[src/rtl/alu_operand_loader.sv]
// alu_operand_loader: debounces three load buttons, latches operands/opcode from the switches
// into held ALU input registers and captures the ALU result once all operands are present.
module alu_operand_loader #(
    parameter int NB_DATA = 8,
    parameter int NB_OP   = 6,
    parameter int NB_SW   = 8,
    parameter int DB_CNT  = 1000000
) (
    input  logic               i_clk,
    input  logic               i_rst_n,
    input  logic [NB_SW-1:0]   i_sw,
    input  logic               i_btn_a,
    input  logic               i_btn_b,
    input  logic               i_btn_op,
    input  logic [NB_DATA-1:0] i_result,
    output logic [NB_DATA-1:0] o_dato_a,
    output logic [NB_DATA-1:0] o_dato_b,
    output logic [NB_OP-1:0]   o_operation,
    output logic [NB_DATA-1:0] o_result,
    output logic               o_result_valid,
    output logic               o_op_err
);
    localparam int CW = $clog2(DB_CNT);
    localparam logic [NB_OP-1:0] OP_ADD = NB_OP'(6'b100000);

    typedef enum logic [1:0] {IDLE, COLLECT, CAPTURE, HOLD} state_t;

    state_t               state_q, state_d;
    logic [2:0]           btn, sync1_q, sync2_q, stable_q, stable_d, stable_prev_q, pulse, wrap;
    logic [2:0][CW-1:0]   cnt_q, cnt_d;
    logic [NB_DATA-1:0]   dato_a_q, dato_a_d, dato_b_q, dato_b_d, result_q, result_d;
    logic [NB_OP-1:0]     op_q, op_d, op_sw;
    logic                 flag_a_q, flag_a_d, flag_b_q, flag_b_d, flag_op_q, flag_op_d;
    logic                 valid_q, valid_d, err_q, err_d, op_legal, load_op, load;

    assign btn = {i_btn_op, i_btn_b, i_btn_a};

    // Counter restarts whenever the synced input agrees with the stable state.
    always_comb begin
        cnt_d = '0;
        wrap  = '0;
        for (int i = 0; i < 3; i++) begin
            wrap[i]  = (sync2_q[i] ^ stable_q[i]) && (cnt_q[i] == CW'(DB_CNT - 1));
            cnt_d[i] = (sync2_q[i] == stable_q[i] || wrap[i]) ? '0 : cnt_q[i] + CW'(1);
        end
        stable_d = stable_q ^ wrap;
    end

    assign pulse    = stable_q & ~stable_prev_q;
    assign op_sw    = i_sw[NB_OP-1:0];
    assign op_legal = op_sw inside {NB_OP'(6'b100000), NB_OP'(6'b100010), NB_OP'(6'b100100),
                                    NB_OP'(6'b100101), NB_OP'(6'b100110), NB_OP'(6'b000011),
                                    NB_OP'(6'b000010), NB_OP'(6'b100111)};
    assign load_op  = pulse[2] & op_legal;
    assign load     = pulse[0] | pulse[1] | load_op;

    always_comb begin
        dato_a_d  = pulse[0] ? i_sw[NB_DATA-1:0] : dato_a_q;
        dato_b_d  = pulse[1] ? i_sw[NB_DATA-1:0] : dato_b_q;
        op_d      = load_op ? op_sw : op_q;
        err_d     = pulse[2] ? ~op_legal : err_q;
        flag_a_d  = flag_a_q | pulse[0];
        flag_b_d  = flag_b_q | pulse[1];
        flag_op_d = flag_op_q | load_op;
        state_d   = state_q;
        case (state_q)
            IDLE:    state_d = load ? COLLECT : IDLE;
            COLLECT: state_d = (load && flag_a_d && flag_b_d && flag_op_d) ? CAPTURE : COLLECT;
            CAPTURE: state_d = load ? CAPTURE : HOLD;
            HOLD:    state_d = load ? CAPTURE : HOLD;
        endcase
        result_d = (state_q == CAPTURE && !load) ? i_result : result_q;
        valid_d  = (state_q == CAPTURE && !load) ? 1'b1 : (state_q == HOLD && load) ? 1'b0 : valid_q;
    end

    always_ff @(posedge i_clk or negedge i_rst_n) begin
        if (!i_rst_n) begin
            state_q       <= IDLE;
            sync1_q       <= '0;
            sync2_q       <= '0;
            stable_q      <= '0;
            stable_prev_q <= '0;
            cnt_q         <= '0;
            dato_a_q      <= '0;
            dato_b_q      <= '0;
            op_q          <= OP_ADD;
            result_q      <= '0;
            valid_q       <= 1'b0;
            err_q         <= 1'b0;
            flag_a_q      <= 1'b0;
            flag_b_q      <= 1'b0;
            flag_op_q     <= 1'b0;
        end else begin
            state_q       <= state_d;
            sync1_q       <= btn;
            sync2_q       <= sync1_q;
            stable_q      <= stable_d;
            stable_prev_q <= stable_q;
            cnt_q         <= cnt_d;
            dato_a_q      <= dato_a_d;
            dato_b_q      <= dato_b_d;
            op_q          <= op_d;
            result_q      <= result_d;
            valid_q       <= valid_d;
            err_q         <= err_d;
            flag_a_q      <= flag_a_d;
            flag_b_q      <= flag_b_d;
            flag_op_q     <= flag_op_d;
        end
    end

    assign o_dato_a       = dato_a_q;
    assign o_dato_b       = dato_b_q;
    assign o_operation    = op_q;
    assign o_result       = result_q;
    assign o_result_valid = valid_q;
    assign o_op_err       = err_q;
endmodule

[config.mk]
export PLATFORM = sky130hd
export DESIGN_NAME = alu_operand_loader
export DESIGN_NICKNAME = d
export VERILOG_FILES = /design/src/rtl/alu_operand_loader.sv
export SDC_FILE = /design/constraint.sdc
export NUM_CORES = 1
export LEC_CHECK = 0
export ABC_AREA = 1
export CAP_MARGIN = 20
export CORE_AREA = 2 2 105 107
export DETAILED_ROUTE_END_ITERATION = 6
export DIE_AREA = 0 0 107 109
export DONT_BUFFER_PORTS = 1
export SYNTH_ARGS = -nofsm -noshare
export SYNTH_HDL_FRONTEND = slang
export SYNTH_SLANG_ARGS = --single-unit
[constraint.sdc]
create_clock -name i_clk -period 3.4 [get_ports i_clk]
set_input_delay 0.51 -clock i_clk [delete_from_list [all_inputs] [get_ports i_clk]]
set_output_delay 0.51 -clock i_clk [all_outputs]
set_load 0.02 [all_outputs]
# Word-level counts from Yosys, hierarchy flattened
# Index checks and enable logic that the tools add are counted.
# word_totals
output_inout_bits,32
word_cells,75
reg_bits,109
# op_classes
bitwise,13
n_addsub,3
eq_ne,17
n_mux,9
n_reduce_logical,16
# ops
operator,n
adder 20 x 1 -> 20 bit (second input constant),3
== test 20 bit (second input constant),3
two-way mux 20 bit,3
== test 6 bit (second input constant),6
== test 6 x 2 -> 1 bit (second input constant),2
logical AND 1 bit,8
nonzero test 8 bit,1
one-hot mux 2 bit (3 select lines),1
OR 1 bit,5
== test 2 bit (second input constant),2
two-way mux 1 bit,4
bitwise AND 3 bit,1
== test 1 bit,3
logical OR 1 bit,3
NOT 3 bit,1
XOR 1 bit,3
XOR 3 bit,1
== test 2 x 1 -> 1 bit (second input constant),1
logical NOT 2 bit,1
two-way mux 2 bit,1
nonzero test 2 bit,1
OR reduction 2 bit,1
bitwise AND 1 bit,1
logical NOT 1 bit,1
NOT 1 bit,1

# Longest topological paths before layout
# Gate-level depths: netlist of run 1.
# depth
depth_word,9
depth_mapped,8
depth_no_buf,8

# Least setup slack after synthesis of run 1
# OpenSTA, ideal clock, no wires.
# synth_path
path_kind,flip-flop to flip-flop
start,register cnt_q[20] in the netlist's numbering
end,register cnt_q[35] in the netlist's numbering
setup_slack_ns,1.885
path_stages_with_launch,8
synth_period_minus_slack_ns,1.515
required_ns,3.282
arrival_ns,1.396
path_cell_list,dfrtp_1 ha_1 nand3_2 nor3_2 nand3_2 nand2_2 buf_6 nor2_1
# synth_rtl
element,line,source
"start, declared",30,"logic [2:0][CW-1:0] cnt_q, cnt_d;"
"start signal, assigned",99,cnt_q <= cnt_d;

==> report_table.html, run 1 <==
<table>
<tr><th>Metric</th><th>Value</th></tr>
<tr><th colspan="2">Floorplanning</th></tr>
<tr><td>Die height</td><td>approximately 110 um</td></tr>
<tr><td>Placement row count</td><td>38</td></tr>
<tr><td>Horiz. Die Dim</td><td>about 110 um</td></tr>
<tr><td>Core area</td><td>~11000 um^2</td></tr>
<tr><td># IOs</td><td>53</td></tr>
<tr><td>Area enclosed by the die boundary</td><td>between 10000 and 15000 um^2</td></tr>
<tr><td>Initial Utilization</td><td>0.488</td></tr>
<tr><th colspan="2">Clock tree</th></tr>
<tr><td>Clock tree sinks</td><td>around 110</td></tr>
<tr><td>Number of buffers inserted during clock tree synthesis</td><td>9</td></tr>
<tr><td>Max H-tree Level</td><td>3</td></tr>
<tr><td>Buffer cell driving the clock tree root</td><td>clkbuf_8</td></tr>
<tr><td>Clock slew at the register clock pins of the worst setup and hold paths</td><td>0.11 ns</td></tr>
<tr><td>CTS-repair resized insts</td><td>0</td></tr>
<tr><td>CTS tree</td><td>built</td></tr>
<tr><td>Post-CTS setup-driven buffer insertion count</td><td>0</td></tr>
<tr><td>Max Root-Sink Buffers</td><td>2</td></tr>
<tr><td>Clock insertion delay at the later pin of the skew report</td><td>0.39 ns</td></tr>
<tr><th colspan="2">Setup path</th></tr>
<tr><td>Endpoint class of the critical path</td><td>flip-flop</td></tr>
<tr><td>Required time worst endpoint</td><td>3.66 ns</td></tr>
<tr><td>Worst setup SP type</td><td>flip-flop</td></tr>
<tr><td>Peak fanout along the critical path</td><td>20</td></tr>
<tr><td>Critical path data arrival time</td><td>around 2.2 ns</td></tr>
<tr><td>Slack of the worst reg-to-reg path</td><td>between 1.5 and 2 ns</td></tr>
<tr><td>Critical path class</td><td>flip-flop to flip-flop</td></tr>
<tr><th colspan="2">STA</th></tr>
<tr><td>Headroom to the max-slew limit</td><td>0.565</td></tr>
<tr><td>RSZ-0062 raised after global routing</td><td>no</td></tr>
<tr><td>Maximum clock frequency</td><td>about 0.53 GHz</td></tr>
<tr><td>Slew of the pin with the lowest slew margin</td><td>around 0.65 ns</td></tr>
<tr><td>Max-slew violation count</td><td>0</td></tr>
<tr><td>Period utilisation layout</td><td>0.557</td></tr>
<tr><td>Final number of setup-violating endpoints</td><td>0</td></tr>
<tr><td>Final Critical Period</td><td>around 1.9 ns</td></tr>
<tr><td>Fin worst setup slack</td><td>between 1.5 and 2 ns</td></tr>
<tr><td>Aggregate negative setup slack</td><td>0 ns</td></tr>
<tr><td>Final worst clock skew</td><td>approximately 0.011 ns</td></tr>
<tr><td>Hold violation count in the final report</td><td>0</td></tr>
<tr><td>Worst-case hold slack</td><td>around 0.035 ns</td></tr>
<tr><th colspan="2">Logic synthesis</th></tr>
<tr><td>Average cell area after synthesis</td><td>around 8.3 um^2</td></tr>
<tr><td>Cell count after synthesis</td><td>622</td></tr>
<tr><td>Synth cell types</td><td>31</td></tr>
<tr><td>Post-synthesis xor/xnor area fraction</td><td>0.0592</td></tr>
<tr><td>Simple-gate share of the synthesized area</td><td>0.298</td></tr>
<tr><td>Compound-Gate Fraction of Synth Area</td><td>0.0421</td></tr>
<tr><td>Syn Nets</td><td>approximately 650</td></tr>
<tr><td>Combinational family with the most area after synthesis</td><td>simple AND/OR/NAND/NOR gates</td></tr>
<tr><td>Sequential area share after synthesis</td><td>0.527</td></tr>
<tr><td>Synth Area in Adders</td><td>0.00725</td></tr>
<tr><td>Number of register bits inferred by synthesis</td><td>109</td></tr>
<tr><td>Area of the mapped netlist</td><td>between 5000 and 6000 um^2</td></tr>
<tr><td>Top flip-flop cell by instance count after synthesis</td><td>dfrtp_1</td></tr>
<tr><td>Number of flops mapped to enable cells by yosys</td><td>0</td></tr>
<tr><td>Fraction of registers with async set/reset</td><td>1.00</td></tr>
<tr><td>Warnings from Yosys</td><td>0</td></tr>
<tr><td>Multiplexer share of the synthesized area</td><td>0</td></tr>
<tr><th colspan="2">GRT</th></tr>
<tr><td>Via count of the first global-routing pass</td><td>3588</td></tr>
<tr><td>Total grt overflow</td><td>0</td></tr>
<tr><td>Total global-route track usage</td><td>0.182</td></tr>
<tr><td>Antenna violations before repair</td><td>0</td></tr>
<tr><td>Pin count of the biggest net entering global routing</td><td>110</td></tr>
<tr><td>Global-route wire length before repair</td><td>16.7 mm</td></tr>
<tr><th colspan="2">Power</th></tr>
<tr><td>Peak supply drop</td><td>between 0.2 and 0.25 mV</td></tr>
<tr><td>Leakage power summed over all cells</td><td>~2.4 nW</td></tr>
<tr><td>Power density of the placed cells</td><td>408 nW/um^2</td></tr>
<tr><th colspan="2">Routing</th></tr>
<tr><td>Post-DR vias/cell</td><td>between 4 and 5</td></tr>
<tr><td>Total wirelength of the detailed-routed design</td><td>around 9.8 mm</td></tr>
<tr><td>Iter 0 DRT Violations</td><td>approximately 160</td></tr>
<tr><td>Overall via count from detail_route</td><td>3854</td></tr>
<tr><td>Count of antenna-violating nets left after detailed routing</td><td>0</td></tr>
<tr><td>DRC violation count after routing</td><td>0</td></tr>
<tr><td>Detailed-route wire length per cell</td><td>around 13 um</td></tr>
<tr><td>Number of search-and-repair iterations in the first detailed-routing pass</td><td>4</td></tr>
<tr><th colspan="2">Flow run</th></tr>
<tr><td>Max cap viols</td><td>0</td></tr>
<tr><th colspan="2">Placement</th></tr>
<tr><td>Number of buffers inserted by port buffering</td><td>0</td></tr>
<tr><td>Routability cong.</td><td>0.842</td></tr>
<tr><td>Post-placement setup slack</td><td>between 1 and 1.5 ns</td></tr>
<tr><td>Post-DP HPWL</td><td>6.95 mm</td></tr>
<tr><th colspan="2">Cells and area</th></tr>
<tr><td>Most frequent cells in the layout</td><td>nand2_1 (142), nor2_1 (115), dfrtp_1 (108), inv_1 (73), nand3_1 (39)</td></tr>
<tr><td>Synthesis-to-finish area growth</td><td>6.57%</td></tr>
<tr><td># nets final</td><td>650</td></tr>
<tr><td>Area of the multi-input gates</td><td>~2100 um^2</td></tr>
<tr><td>Final-layout fill cell count</td><td>1044</td></tr>
<tr><td>Most common library cell in the layout ignoring fill and taps</td><td>nand2_1</td></tr>
<tr><td>Area of all sequential standard cells</td><td>roughly 2700 um^2</td></tr>
<tr><td>Layout cell share with drive strength beyond 1</td><td>0.0650</td></tr>
<tr><td>Antenna Diode Count</td><td>0</td></tr>
<tr><th colspan="2">Hold path</th></tr>
<tr><td>Classification of the worst-slack hold path</td><td>input port to asynchronous set/reset pin</td></tr>
<tr><th colspan="2">Status</th></tr>
<tr><td>Result of the run</td><td>finished clean</td></tr>
</table>
## per-layer routing
layer,global-route usage,part of all wire,up-vias
li1,-,-,1952
met1,0.239,0.47,1834
met2,0.290,0.46,56
met3,0.0526,0.047,12
met4,0.0686,0.015,0
met5,0,0,-
## synthesized netlist by cell type, drive strengths merged (3+ instances only)
cell type,instances,area [um^2]
xor2,26,228
clkbuf,3,11.3
xnor2,9,78.8
nand2,146,563
nor2,126,500
inv,73,274
nand3,44,253
nor3,20,116
a21oi,4,20.0
ha,3,37.5
o21ai,37,185
buf,5,57.6
nand4,11,83.8
dfrtp,108,2700
## power by group
part           internal [mW]  switching [mW]  total (mW)
Sequential              1.31          0.0249        1.34
Combinational         0.0201          0.0558      0.0759
Clock                  0.371           0.464       0.835
## registers in the layout, summed over array words and instances, names as in the netlist, named ones only
signal and flops:
o_result 8, cnt_q 60, o_dato_b 8, o_operation 6, o_dato_a 8, flag_op_q 1
o_result_valid 1, state_q 2, flag_a_q 1, flag_b_q 1, sync2_q 3, o_op_err 1
stable_prev_q 3, sync1_q 3
## per-stage QoR
| stage | instance area (um^2) | std cells | total power [mW] | utilization |
|---|---|---|---|---|
| CTS | 5520 | 771 | 2.29 | 0.520 |
| global placement | 5280 | 754 | 1.41 | 0.498 |
| detailed placement | 5280 | 754 | 1.42 | 0.498 |
| finish | 5520 | 771 | 2.25 | 0.520 |
| global route | 5520 | 771 | 2.34 | 0.520 |
| floorplan | 5180 | 622 | 1.41 | - |
## what timing repair did
action | 4_1_cts | 5_1_grt
endpoints found under the setup margin | 0 | 0
hold endpoints to repair | 109 | 0
hold buffers | 1 | 0
## final timing paths
check	startpoint	to	cells after the start
setup / recovery	cnt_q[0]	cnt_q[15]	6
hold / removal	i_rst_n	cnt_q[12]	1
setup reg to reg	cnt_q[0]	cnt_q[15]	6
hold reg to reg	sync1_q[0]	sync2_q[0]	0
max in group asynchronous	i_rst_n	cnt_q[36]	1
min in group i_clk	i_btn_a	sync1_q[0]	0
## worst max-delay path: stages (launching register included)
cell	delay (ns)
dfrtp_1	0.42
ha_1	0.21
nand3_1	0.16
nor3_1	0.20
nand3_1	0.14
nand2_1	0.52
nor2_1	0.11
## cell families after synthesis
group / count (synthesis)
compound gates: 43
fa+ha+maj: 3
buf+inv: 81
xor+xnor: 35
simple gates: 351
flops: 109
## cell type report
class | count | share of cell area
repair buffers | 1 | 0.00499
inverters | 73 | 0.0497
clock buffers | 11 | 0.0256
well taps | 140 | 0.0318
multi-input cells | 432 | 0.381
flip-flops and latches | 109 | 0.495
clock inverters | 5 | 0.0118
Note: power is estimated with default switching activity, not from simulation.
==> run 2: changes to the inputs <==
- clock period: 3.4 -> 1.75 ns (I/O delays scaled with it)
==> run 2 against run 1 <==
Compared with the run above: the run now ends with hold timing left; global-route usage decreased by 0.51 points; combinational power increased by 57%; routed wire length decreased by 1.4%; clock power increased by 66%; sequential cell count unchanged; setup slack got worse by 1.3 ns; largest power group unchanged.
==> report_table.html, run 2 (synthesized netlist as in run 1, its figures left out) <==
<table>
<tr><th>Metric</th><th>Value</th></tr>
<tr><th colspan="2">Setup path</th></tr>
<tr><td>R2R cell count</td><td>6 (unchanged)</td></tr>
<tr><td>Worst setup SP type</td><td>flip-flop</td></tr>
<tr><td>Slowest cell on the critical path</td><td>dfrtp_1</td></tr>
<tr><td>Required time worst endpoint</td><td>1.99 ns (-1.67 ns)</td></tr>
<tr><td>Critical path data arrival time</td><td>1.83 ns (-0.32 ns)</td></tr>
<tr><td>CP Cell Sequence</td><td>ha_1 &gt; nand3_2 &gt; nor3_4 &gt; nand3_4 &gt; nand2_4 &gt; nor3_1</td></tr>
<tr><td>Peak fanout along the critical path</td><td>15 (-25%)</td></tr>
<tr><td>Delay of the slowest critical-path stage</td><td>0.40 ns (-0.12 ns)</td></tr>
<tr><td>Endpoint class of the critical path</td><td>flip-flop</td></tr>
<tr><td>Critical path class</td><td>flip-flop to flip-flop</td></tr>
<tr><th colspan="2">Cells and area</th></tr>
<tr><td>Register with the most flip-flops</td><td>cnt_q</td></tr>
<tr><td>Synthesis-to-finish area growth</td><td>7.44%</td></tr>
<tr><td>Layout cell share with drive strength beyond 1</td><td>0.0733 (+0.00835)</td></tr>
<tr><td>Area of all sequential standard cells</td><td>2730 um^2 (unchanged)</td></tr>
<tr><td>Area of the multi-input gates</td><td>2100 um^2 (unchanged)</td></tr>
<tr><td>Number of flip-flops in the largest register</td><td>60 (unchanged)</td></tr>
<tr><td>Most frequent cells in the layout</td><td>nand2_1 (142), nor2_1 (115), dfrtp_1 (108), inv_1 (73), nand3_1 (39)</td></tr>
<tr><td>Antenna Diode Count</td><td>0 (unchanged)</td></tr>
<tr><td>Summed area of non-filler cells in the final layout</td><td>5560 um^2 (+0.82%)</td></tr>
<tr><td>Final-layout fill cell count</td><td>1018 (-2.5%)</td></tr>
<tr><td># nets final</td><td>660 (+1.5%)</td></tr>
<tr><td>Most common library cell in the layout ignoring fill and taps</td><td>nand2_1</td></tr>
<tr><th colspan="2">GRT</th></tr>
<tr><td>Total global-route track usage</td><td>0.177 (-0.00512)</td></tr>
<tr><td>Antenna violations before repair</td><td>0 (unchanged)</td></tr>
<tr><td>Total grt overflow</td><td>0 (unchanged)</td></tr>
<tr><td>Pin count of the biggest net entering global routing</td><td>110 (unchanged)</td></tr>
<tr><td>Via count of the first global-routing pass</td><td>3621 (+0.92%)</td></tr>
<tr><td>Global-route wire length before repair</td><td>16.6 mm (-0.79%)</td></tr>
<tr><th colspan="2">Clock tree</th></tr>
<tr><td>Max H-tree Level</td><td>3 (unchanged)</td></tr>
<tr><td>Clock tree sinks</td><td>109 (unchanged)</td></tr>
<tr><td>Number of buffers inserted during clock tree synthesis</td><td>9 (unchanged)</td></tr>
<tr><td>CTS tree</td><td>built</td></tr>
<tr><td>Post-CTS setup-driven buffer insertion count</td><td>0 (unchanged)</td></tr>
<tr><td>Clock slew at the register clock pins of the worst setup and hold paths</td><td>0.10 ns (about the same)</td></tr>
<tr><td>Max Root-Sink Buffers</td><td>2 (unchanged)</td></tr>
<tr><td>Buffer cell driving the clock tree root</td><td>clkbuf_8</td></tr>
<tr><td>Clock insertion delay at the later pin of the skew report</td><td>0.36 ns (-0.03 ns)</td></tr>
<tr><td>CTS-repair resized insts</td><td>0 (unchanged)</td></tr>
<tr><td>Number of hold-repair buffers added at the cts stage</td><td>3 (+2)</td></tr>
<tr><th colspan="2">STA</th></tr>
<tr><td>Worst-case hold slack</td><td>-0.419 ns (-0.454 ns)</td></tr>
<tr><td>RSZ-0062 raised after global routing</td><td>no</td></tr>
<tr><td>Slew of the pin with the lowest slew margin</td><td>0.369 ns (-0.283 ns)</td></tr>
<tr><td>Maximum clock frequency</td><td>0.629 GHz (+19%)</td></tr>
<tr><td>Final worst clock skew</td><td>0.00948 ns (-0.00120 ns)</td></tr>
<tr><td>Final Critical Period</td><td>1.59 ns (-0.303 ns)</td></tr>
<tr><td>Period utilisation layout</td><td>0.909 (+0.352)</td></tr>
<tr><td>Max-slew violation count</td><td>0 (unchanged)</td></tr>
<tr><td>Fin worst setup slack</td><td>0.159 ns (-1.35 ns)</td></tr>
<tr><td>Final number of setup-violating endpoints</td><td>0 (unchanged)</td></tr>
<tr><td>Hold violation count in the final report</td><td>109 (+109)</td></tr>
<tr><td>Headroom to the max-slew limit</td><td>0.753 (+0.189)</td></tr>
<tr><td>Aggregate negative setup slack</td><td>0 ns (unchanged)</td></tr>
<tr><th colspan="2">Power</th></tr>
<tr><td>Pwr Total</td><td>4.10 mW (+82%)</td></tr>
<tr><td>Leakage power summed over all cells</td><td>2.46 nW (+1.1%)</td></tr>
<tr><td>Switching share of power</td><td>0.228 (-0.0142)</td></tr>
<tr><td>Power share of the clock group</td><td>0.338 (-0.033)</td></tr>
<tr><td>Share of total power in sequential cells</td><td>0.633 (+0.038)</td></tr>
<tr><td>Combinational share of power</td><td>0.029 (-0.005)</td></tr>
<tr><td>Power density of the placed cells</td><td>738 nW/um^2 (+81%)</td></tr>
<tr><td>Design internal power</td><td>3.17 mW (+86%)</td></tr>
<tr><td>Peak supply drop</td><td>0.473 mV (+91%)</td></tr>
<tr><td>Psw</td><td>0.936 mW (+72%)</td></tr>
<tr><th colspan="2">Routing</th></tr>
<tr><td>Count of antenna-violating nets left after detailed routing</td><td>0 (unchanged)</td></tr>
<tr><td>Iter 0 DRT Violations</td><td>189 (+20%)</td></tr>
<tr><td>Total wirelength of the detailed-routed design</td><td>9.65 mm (-1.4%)</td></tr>
<tr><td>Post-DR vias/cell</td><td>4.88 (-2.4%)</td></tr>
<tr><td>Detailed-route wire length per cell</td><td>12.4 um (-2.6%)</td></tr>
<tr><td>DRC violation count after routing</td><td>0 (unchanged)</td></tr>
<tr><td>Overall via count from detail_route</td><td>3809 (-1.2%)</td></tr>
<tr><td>Number of search-and-repair iterations in the first detailed-routing pass</td><td>4 (unchanged)</td></tr>
<tr><th colspan="2">Floorplanning</th></tr>
<tr><td>Horiz. Die Dim</td><td>107 um (unchanged)</td></tr>
<tr><td>Placement row count</td><td>38 (unchanged)</td></tr>
<tr><td>Initial Utilization</td><td>0.488 (unchanged)</td></tr>
<tr><td>Area enclosed by the die boundary</td><td>11700 um^2 (unchanged)</td></tr>
<tr><td>Core area</td><td>10600 um^2 (unchanged)</td></tr>
<tr><td># IOs</td><td>53 (unchanged)</td></tr>
<tr><td>Die height</td><td>109 um (unchanged)</td></tr>
<tr><th colspan="2">Placement</th></tr>
<tr><td>Number of buffers inserted by port buffering</td><td>0 (unchanged)</td></tr>
<tr><td>Post-DP HPWL</td><td>7.06 mm (+1.6%)</td></tr>
<tr><td>Routability cong.</td><td>0.881 (+4.6%)</td></tr>
<tr><td>Post-placement setup slack</td><td>0.144 ns (-1.35 ns)</td></tr>
<tr><td>Placement-stage cell area</td><td>5360 um^2 (+1.4%)</td></tr>
<tr><th colspan="2">Status</th></tr>
<tr><td>Violations in the final reports</td><td>hold timing</td></tr>
<tr><td>Result of the run</td><td>finished, violations left</td></tr>
<tr><th colspan="2">Flow run</th></tr>
<tr><td>Max cap viols</td><td>0 (unchanged)</td></tr>
<tr><th colspan="2">Hold path</th></tr>
<tr><td>Classification of the worst-slack hold path</td><td>input port to asynchronous set/reset pin</td></tr>
</table>
run 2: critical path, delay by kind of cell (launching register included):
kind	cells	cell delay [ns]
adders and majority gates	1	0.22
DFF	1	0.40
and+or+nand+nor	5	0.86
run 2: worst paths after layout:
check | startpoint | end | slack (ns)
worst min-delay path | i_rst_n | cnt_q[11] | -0.42
worst min register to register | sync1_q[1] | sync2_q[1] | 0.36
worst max register to register | cnt_q[41] | cnt_q[42] | 0.16
min in group i_clk | i_result[3] | o_result[3] | 0.02
worst max-delay path | cnt_q[41] | cnt_q[42] | 0.16
max in group asynchronous | i_rst_n | o_operation[5] | 1.94
run 2: cell type report:
type	instances	area share
clock buffers	12	0.0261
flip-flops and latches	109	0.491
repair buffers	11	0.0184
inverters	73	0.0493
multi-input cells	432	0.378
well taps	140	0.0315
clock inverters	4	0.00562
run 2: routing by layer:
| layer | global-route usage | vias up | part of all wire |
|---|---|---|---|
| li1 | - | 1975 | - |
| met5 | 0 | - | 0 |
| met4 | 0.0603 | 0 | 0.0076 |
| met3 | 0.0377 | 6 | 0.039 |
| met1 | 0.249 | 1763 | 0.49 |
| met2 | 0.275 | 65 | 0.46 |
run 2: power groups by stage:
stage	logic (mW)	clock network, mW	registers, mW
after global routing	0.135	1.55	2.60
after CTS	0.122	1.46	2.60
after floorplan	0.0882	0	2.64
after detailed placement	0.116	0	2.65
after global placement	0.113	0	2.65
final	0.119	1.39	2.60
run 2: per-stage QoR:
| step | instances | utilization | hold slack, ns |
|---|---|---|---|
| 2_1_floorplan | 622 | - | -0.0331 |
| 3_3_place_gp | 762 | 0.505 | -0.0299 |
| 3_5_place_dp | 762 | 0.505 | -0.0289 |
| 4_1_cts | 781 | 0.525 | -0.448 |
| 5_1_grt | 781 | 0.525 | -0.459 |
| 6_report | 781 | 0.525 | -0.419 |
==> RTL change 1, RTL diff (settings of run 2) <==
Set the parameter `DB_CNT` to 500000 (it was 1000000).
--- a/src/rtl/alu_operand_loader.sv
+++ b/src/rtl/alu_operand_loader.sv
@@ -4,7 +4,7 @@
     parameter int NB_DATA = 8,
     parameter int NB_OP   = 6,
     parameter int NB_SW   = 8,
-    parameter int DB_CNT  = 1000000
+    parameter int DB_CNT  = 500000
 ) (
     input  logic               i_clk,
     input  logic               i_rst_n,
Behaviour: same outputs for any inputs over 10 cycles, from zero or initial values and one cycle with i_rst_n low; that may be too few to reach the edited logic, so the function may still have changed.
==> RTL change 1 against run 2 <==
The run still ends with negative hold slack left. First-iteration DRC count shrank 0.53%. Core utilization fell by 1.7 points. Area after synthesis decreased by 5.0%. Global-route usage barely moved. Power rose by 3.6%. Sequential cell count decreased by 3. Combinational power decreased by 11%. Wire length fell by 2.6%. Sequential share of layout area grew 0.22 points. Via count fell by 2.9%. Design area decreased by 3.2%. Non-clock buffer count is the same. Setup slack gained 0.043 ns. Critical path depth is the same. Critical path type unchanged. Largest power group unchanged.
==> RTL change 1: results <==
metrics = {
    "outcome": {
        "status": "finished, violations left",
        "failed_checks": "negative hold slack",
    },
    "synthesis": {
        "ys_seq_area_share_pct": 53.9,
        "syn_nets": 618,
        "synth_cell_types": 29,
        "synthArstFlopShare_pct": 100,
        "synth_area_leaders": "dfrtp_1, nand2_1, nor2_1",
        "yosys_warnings": 0,
        "synth_common_cells": "nand2_1, nor2_1, dfrtp_1, inv_1, nand3_1",
        "synth_flop_cell": "dfrtp_1",
        "synth_area_per_cell_um2": 8.28,
    },
    "global_routing": {
        "grt_usage_pct": 17.7,
        "grt_max_degree": 107,
        "grt_pass1_vias": 3595,
        "antenna_found_initial": 0,
        "grt_pass1_wl_um": 16400,
    },
    "cells_and_area": {
        "largest_register_ffs": 57,
        "fin_cells": 754,
        "n_fill_cell": 1005,
        "drive_gt1_share_pct": 6.84,
        "diodes": 0,
        "final_nets": 633,
        "largest_register": "cnt_q",
    },
    "routing": {
        "firstDrtPassIters": 4,
        "drt_iter0_drc": 188,
        "avgViaCountPerCell": 4.90,
        "drc_errors": 0,
        "wire_per_inst_um": 12.5,
    },
    "placement": {
        "hpwl_um": 6660,
        "io_buffers": 0,
        "dpl_cell_area_um2": 5080,
        "place.gp.congestion": 0.877,
        "dp.cells": 731,
    },
    "sta": {
        "timing.hold.ws_ns": -0.434,
        "skew_ns": 0.0110,
        "hold_viol": 106,
        "worstMarginPinSlew_ns": 0.410,
    },
    "worst_setup_path": {
        "arrival_ns": 1.81,
        "ff2ff_path_depth": 6,
        "reg2reg_slack_ns": 0.20,
        "crit_path_end_kind": "flip-flop",
        "rr_endpoint": "cnt_q[33]$_DFF_PN0_",
        "reg2reg_from": "cnt_q[19]$_DFF_PN0_",
        "slowest_stage": "dfrtp_1",
        "slowest_delay_ns": 0.38,
        "crit_start": "cnt_q[19]$_DFF_PN0_",
        "path_max_fanout": 16,
    },
    "clocking": {
        "clk_latency_ns": 0.38,
        "cts_buffer_depth": 2,
        "htree_levels": 3,
        "cts_made_buffers": 9,
        "cts-root-buf": "clkbuf_8",
        "cts.clk_slew.worst_paths_ns": 0.11,
    },
    "hold_path": {
        "hp-class": "in -> async",
    },
    "power_and_ir_drop": {
        "leakagePower_nw": 2.46,
        "power_density_nw_per_um2": 790,
        "ir_drop_mv": 0.399,
    },
}
[RTL change 1: cell types whose count changed after synthesis, sizes merged, moves of 3 or more]
| cell | delta |
|---|---|
| nand2 | -10 |
| o21ai | -7 |
| nor3 | -6 |
| nand3 | -5 |
| dfrtp | -3 |
| inv | +3 |
[RTL change 1: how the worst min path moves through the flow]
stage | endpoint | slack [ns] | cells past startpoint
final | cnt_q[27]$_DFF_PN0_ | -0.43 | 0
after global routing | sync2_q[1]$_DFF_PN0_ | -0.48 | 0
after CTS | state_q[1]$_DFF_PN0_ | -0.45 | 0
after detailed placement | o_result[3]$_DFFE_PN0P_ | -0.03 | 0
after global placement | cnt_q[27]$_DFF_PN0_ | -0.03 | 0
after floorplan | asynchronous set/reset pin | -0.03 | 0
[RTL change 1: routing by layer]
layer,GRT usage (%),routed length (um)
met4,6.31,123
met1,23.5,4450
met3,4.72,530
met2,28.2,4300
met5,0,0
[RTL change 1: repair_timing]
item | CTS | global route
hold endpoints to repair | 111 | 108
hold buffers | 5 | 2
setup endpoints to repair | 0 | 29
gates resized for setup | 0 | 5
setup buffers | 0 | 0
[RTL change 1: cells by family (layout without fill, tap and decap cells)]
family / count (synthesis) / in the layout / share of synthesized area, %
XOR/XNOR: 32 / 32 / 5.70
buffers and inverters: 83 / 103 / 6.74
flip-flops: 106 / 106 / 53.9
adder cells (fa/ha/maj): 3 / 3 / 0.763
AO/OA/AOI/OAI: 38 / 38 / 4.02
AND/OR/NAND/NOR: 332 / 332 / 28.8
[RTL change 1: final cells by class]
type                    count  area share [%]
repair buffers             11            1.86
flip-flops and latches    106            49.3
well taps                 140            3.25
clock buffers               9            2.30
inverters                  76            5.39
multi-input cells         405            36.2
clock inverters             7            1.70
[RTL change 1: metrics by stage]
step | setup slack, ns | hold slack (ns)
finish | 0.202 | -0.434
global route | 0.00779 | -0.475
CTS | 0.0874 | -0.453
detailed placement | 0.101 | -0.0267
global placement | 0.178 | -0.0273
floorplan | 0.289 | -0.0331
[RTL change 1: power breakdown]
| group | internal [W] | switching, W | leakage [nW] | total (W) |
|---|---|---|---|---|
| Sequential | 0.00248 | 0.0000408 | 1.33 | 0.00252 |
| Clock | 0.000704 | 0.000919 | 0.107 | 0.00162 |
| Combinational | 0.0000420 | 0.0000636 | 1.02 | 0.000106 |
| Total | 0.00323 | 0.00102 | 2.46 | 0.00425 |
[RTL change 1: critical path, delay by kind of cell (launching register included)]
family / cells / cell delay (ns)
simple gates: 5 / 0.78
flops: 1 / 0.38
fa+ha+maj: 1 / 0.26
==> RTL change 2, RTL diff (flow settings as in run 2) <==
Without the edit above. The 4 states of `state_t` get a one-hot encoding in 4 bits.
--- a/src/rtl/alu_operand_loader.sv
+++ b/src/rtl/alu_operand_loader.sv
@@ -23,7 +23,7 @@
     localparam int CW = $clog2(DB_CNT);
     localparam logic [NB_OP-1:0] OP_ADD = NB_OP'(6'b100000);
 
-    typedef enum logic [1:0] {IDLE, COLLECT, CAPTURE, HOLD} state_t;
+    typedef enum logic [3:0] {IDLE = 4'b0001, COLLECT = 4'b0010, CAPTURE = 4'b0100, HOLD = 4'b1000} state_t;
 
     state_t               state_q, state_d;
     logic [2:0]           btn, sync1_q, sync2_q, stable_q, stable_d, stable_prev_q, pulse, wrap;
Behaviour: no difference found for any inputs over 10 cycles, from zero or initial values and one cycle with i_rst_n low; not proved beyond that.
==> RTL change 2 against run 2 <==
The flow still finishes with violations (negative hold slack). Design area rose by 3.4%. Highest routed layer unchanged. Setup slack gained 0.037 ns. Area after synthesis is 0.51% higher. Sequential cell count grew 2. Power up 7.9%. Critical endpoint is now cnt_q[56]$_DFF_PN0_. Hold slack got worse by 0.011 ns. Wire length increased by 5.0%. Largest power group unchanged.
==> RTL change 2: results <==
metrics = {
    "outcome": {
        "status": "finished, violations left",
        "failed_checks": "negative hold slack",
    },
    "synthesis": {
        "yosys_warnings": 0,
        "synthArstFlopShare_pct": 100,
        "synth_area_leaders": "dfrtp_1, nand2_1, nor2_1",
        "ys_seq_area_share_pct": 53.4,
        "syn_nets": 648,
        "synth_flop_cell": "dfrtp_1",
        "synth_cell_types": 32,
        "synth_common_cells": "nand2_1, nor2_1, dfrtp_1, inv_1, o21ai_0",
        "yosys.area.top_type_share_pct": 52.4,
    },
    "worst_setup_path": {
        "reg2reg_from": "cnt_q[40]$_DFF_PN0_",
        "path_max_fanout": 20,
        "slowest_delay_ns": 0.43,
        "crit_path_start_kind": "flip-flop",
        "slowest_stage": "dfrtp_1",
    },
    "clocking": {
        "clk_latency_ns": 0.38,
        "post_cts_resized": 0,
        "holdBufCountCts": 11,
        "cts_buffer_depth": 2,
        "htree_levels": 3,
        "cts.clk_slew.worst_paths_ns": 0.10,
        "cts-root-buf": "clkbuf_8",
        "post_cts_buffers": 0,
        "cts_made_buffers": 9,
    },
    "placement": {
        "io_buffers": 0,
        "dpl_cell_area_um2": 5420,
        "hpwl_um": 7100,
        "post-place-ws_ns": 0.193,
        "place.gp.congestion": 0.896,
    },
    "power_and_ir_drop": {
        "swShare_pct": 21.1,
        "leakagePower_nw": 2.60,
        "ir_drop_mv": 0.520,
    },
    "routing": {
        "drt_wl_total_um": 10100,
        "avgViaCountPerCell": 4.99,
        "firstDrtPassIters": 4,
        "drt_iter0_drc": 182,
    },
    "cells_and_area": {
        "drive_gt1_share_pct": 6.45,
        "diodes": 0,
        "final_nets": 670,
        "n_fill_cell": 987,
        "largest_register_ffs": 60,
    },
    "global_routing": {
        "grt_usage_pct": 18.8,
        "grt_pass1_vias": 3774,
        "met3_usage_pct": 5.86,
        "met1_usage_pct": 24.4,
        "antenna_found_initial": 0,
        "gr-usage-met2_pct": 29.8,
        "grt_pass1_wl_um": 17200,
        "grt_max_degree": 112,
    },
    "hold_path": {
        "hp-class": "in -> async",
    },
    "sta": {
        "timing.hold.ws_ns": -0.430,
        "skew_ns": 0.0121,
        "worstMarginPinSlew_ns": 0.391,
        "hold_viol": 111,
    },
}
[RTL change 2: final cells by class]
cell class	instances	area share [%]
Sequential cell	111	48.3
Clock buffer	11	2.46
Tap cell	140	3.04
Timing Repair Buffer	19	3.39
Multi-Input combinational cell	432	36.6
Clock inverter	5	1.41
Inverter	73	4.76
[RTL change 2: final timing paths]
path                            cells after the start                         end  slack [ns]
worst max-delay path                                7         cnt_q[56]$_DFF_PN0_        0.20
worst min-delay path                                0         cnt_q[13]$_DFF_PN0_       -0.43
worst max register to register                      7         cnt_q[56]$_DFF_PN0_        0.20
worst min register to register                      0        sync2_q[2]$_DFF_PN0_        0.34
max in group asynchronous                           0  o_operation[5]$_DFFE_PN1P_        1.97
min in group i_clk                                  2     o_dato_a[6]$_DFFE_PN0P_        0.05
[RTL change 2: metrics by stage]
step / power, W / std cells / util, %
2_1_floorplan: 0.00274 / 624 / -
3_3_place_gp: 0.00277 / 764 / 51.1
3_5_place_dp: 0.00277 / 764 / 51.1
4_1_cts: 0.00451 / 791 / 54.3
5_1_grt: 0.00463 / 791 / 54.3
6_report: 0.00443 / 791 / 54.3
[RTL change 2: kinds of logic after synthesis]
logic type,share of synthesized area (%)
buffers and inverters,6.08
DFF,53.4
AOI/OAI and AO/OA,4.71
adders and majority gates,0.722
xor gates and xnor gates,6.90
and+or+nand+nor,28.1
[RTL change 2: worst max-delay path: cells and delay by family (launching register included)]
family | cells | cell delay [ns]
flip-flops | 1 | 0.43
AND/OR/NAND/NOR | 4 | 0.46
adder cells (fa/ha/maj) | 1 | 0.20
buffers and inverters | 1 | 0.19
AO/OA/AOI/OAI | 1 | 0.17
[RTL change 2: layer usage]
metal / up-vias / wire [um]
li1: 2013 / -
met1: 1839 / 4760
met5: - / 0
met4: 0 / 177
met2: 79 / 4730
met3: 15 / 458
[RTL change 2: power by group through the flow]
stage	clock network (W)	registers, W	logic (W)
after floorplan	0	0.00266	0.0000754
after detailed placement	0	0.00267	0.000106
final	0.00169	0.00262	0.000124
after global placement	0	0.00267	0.000105
after global routing	0.00187	0.00262	0.000140
after CTS	0.00177	0.00262	0.000126
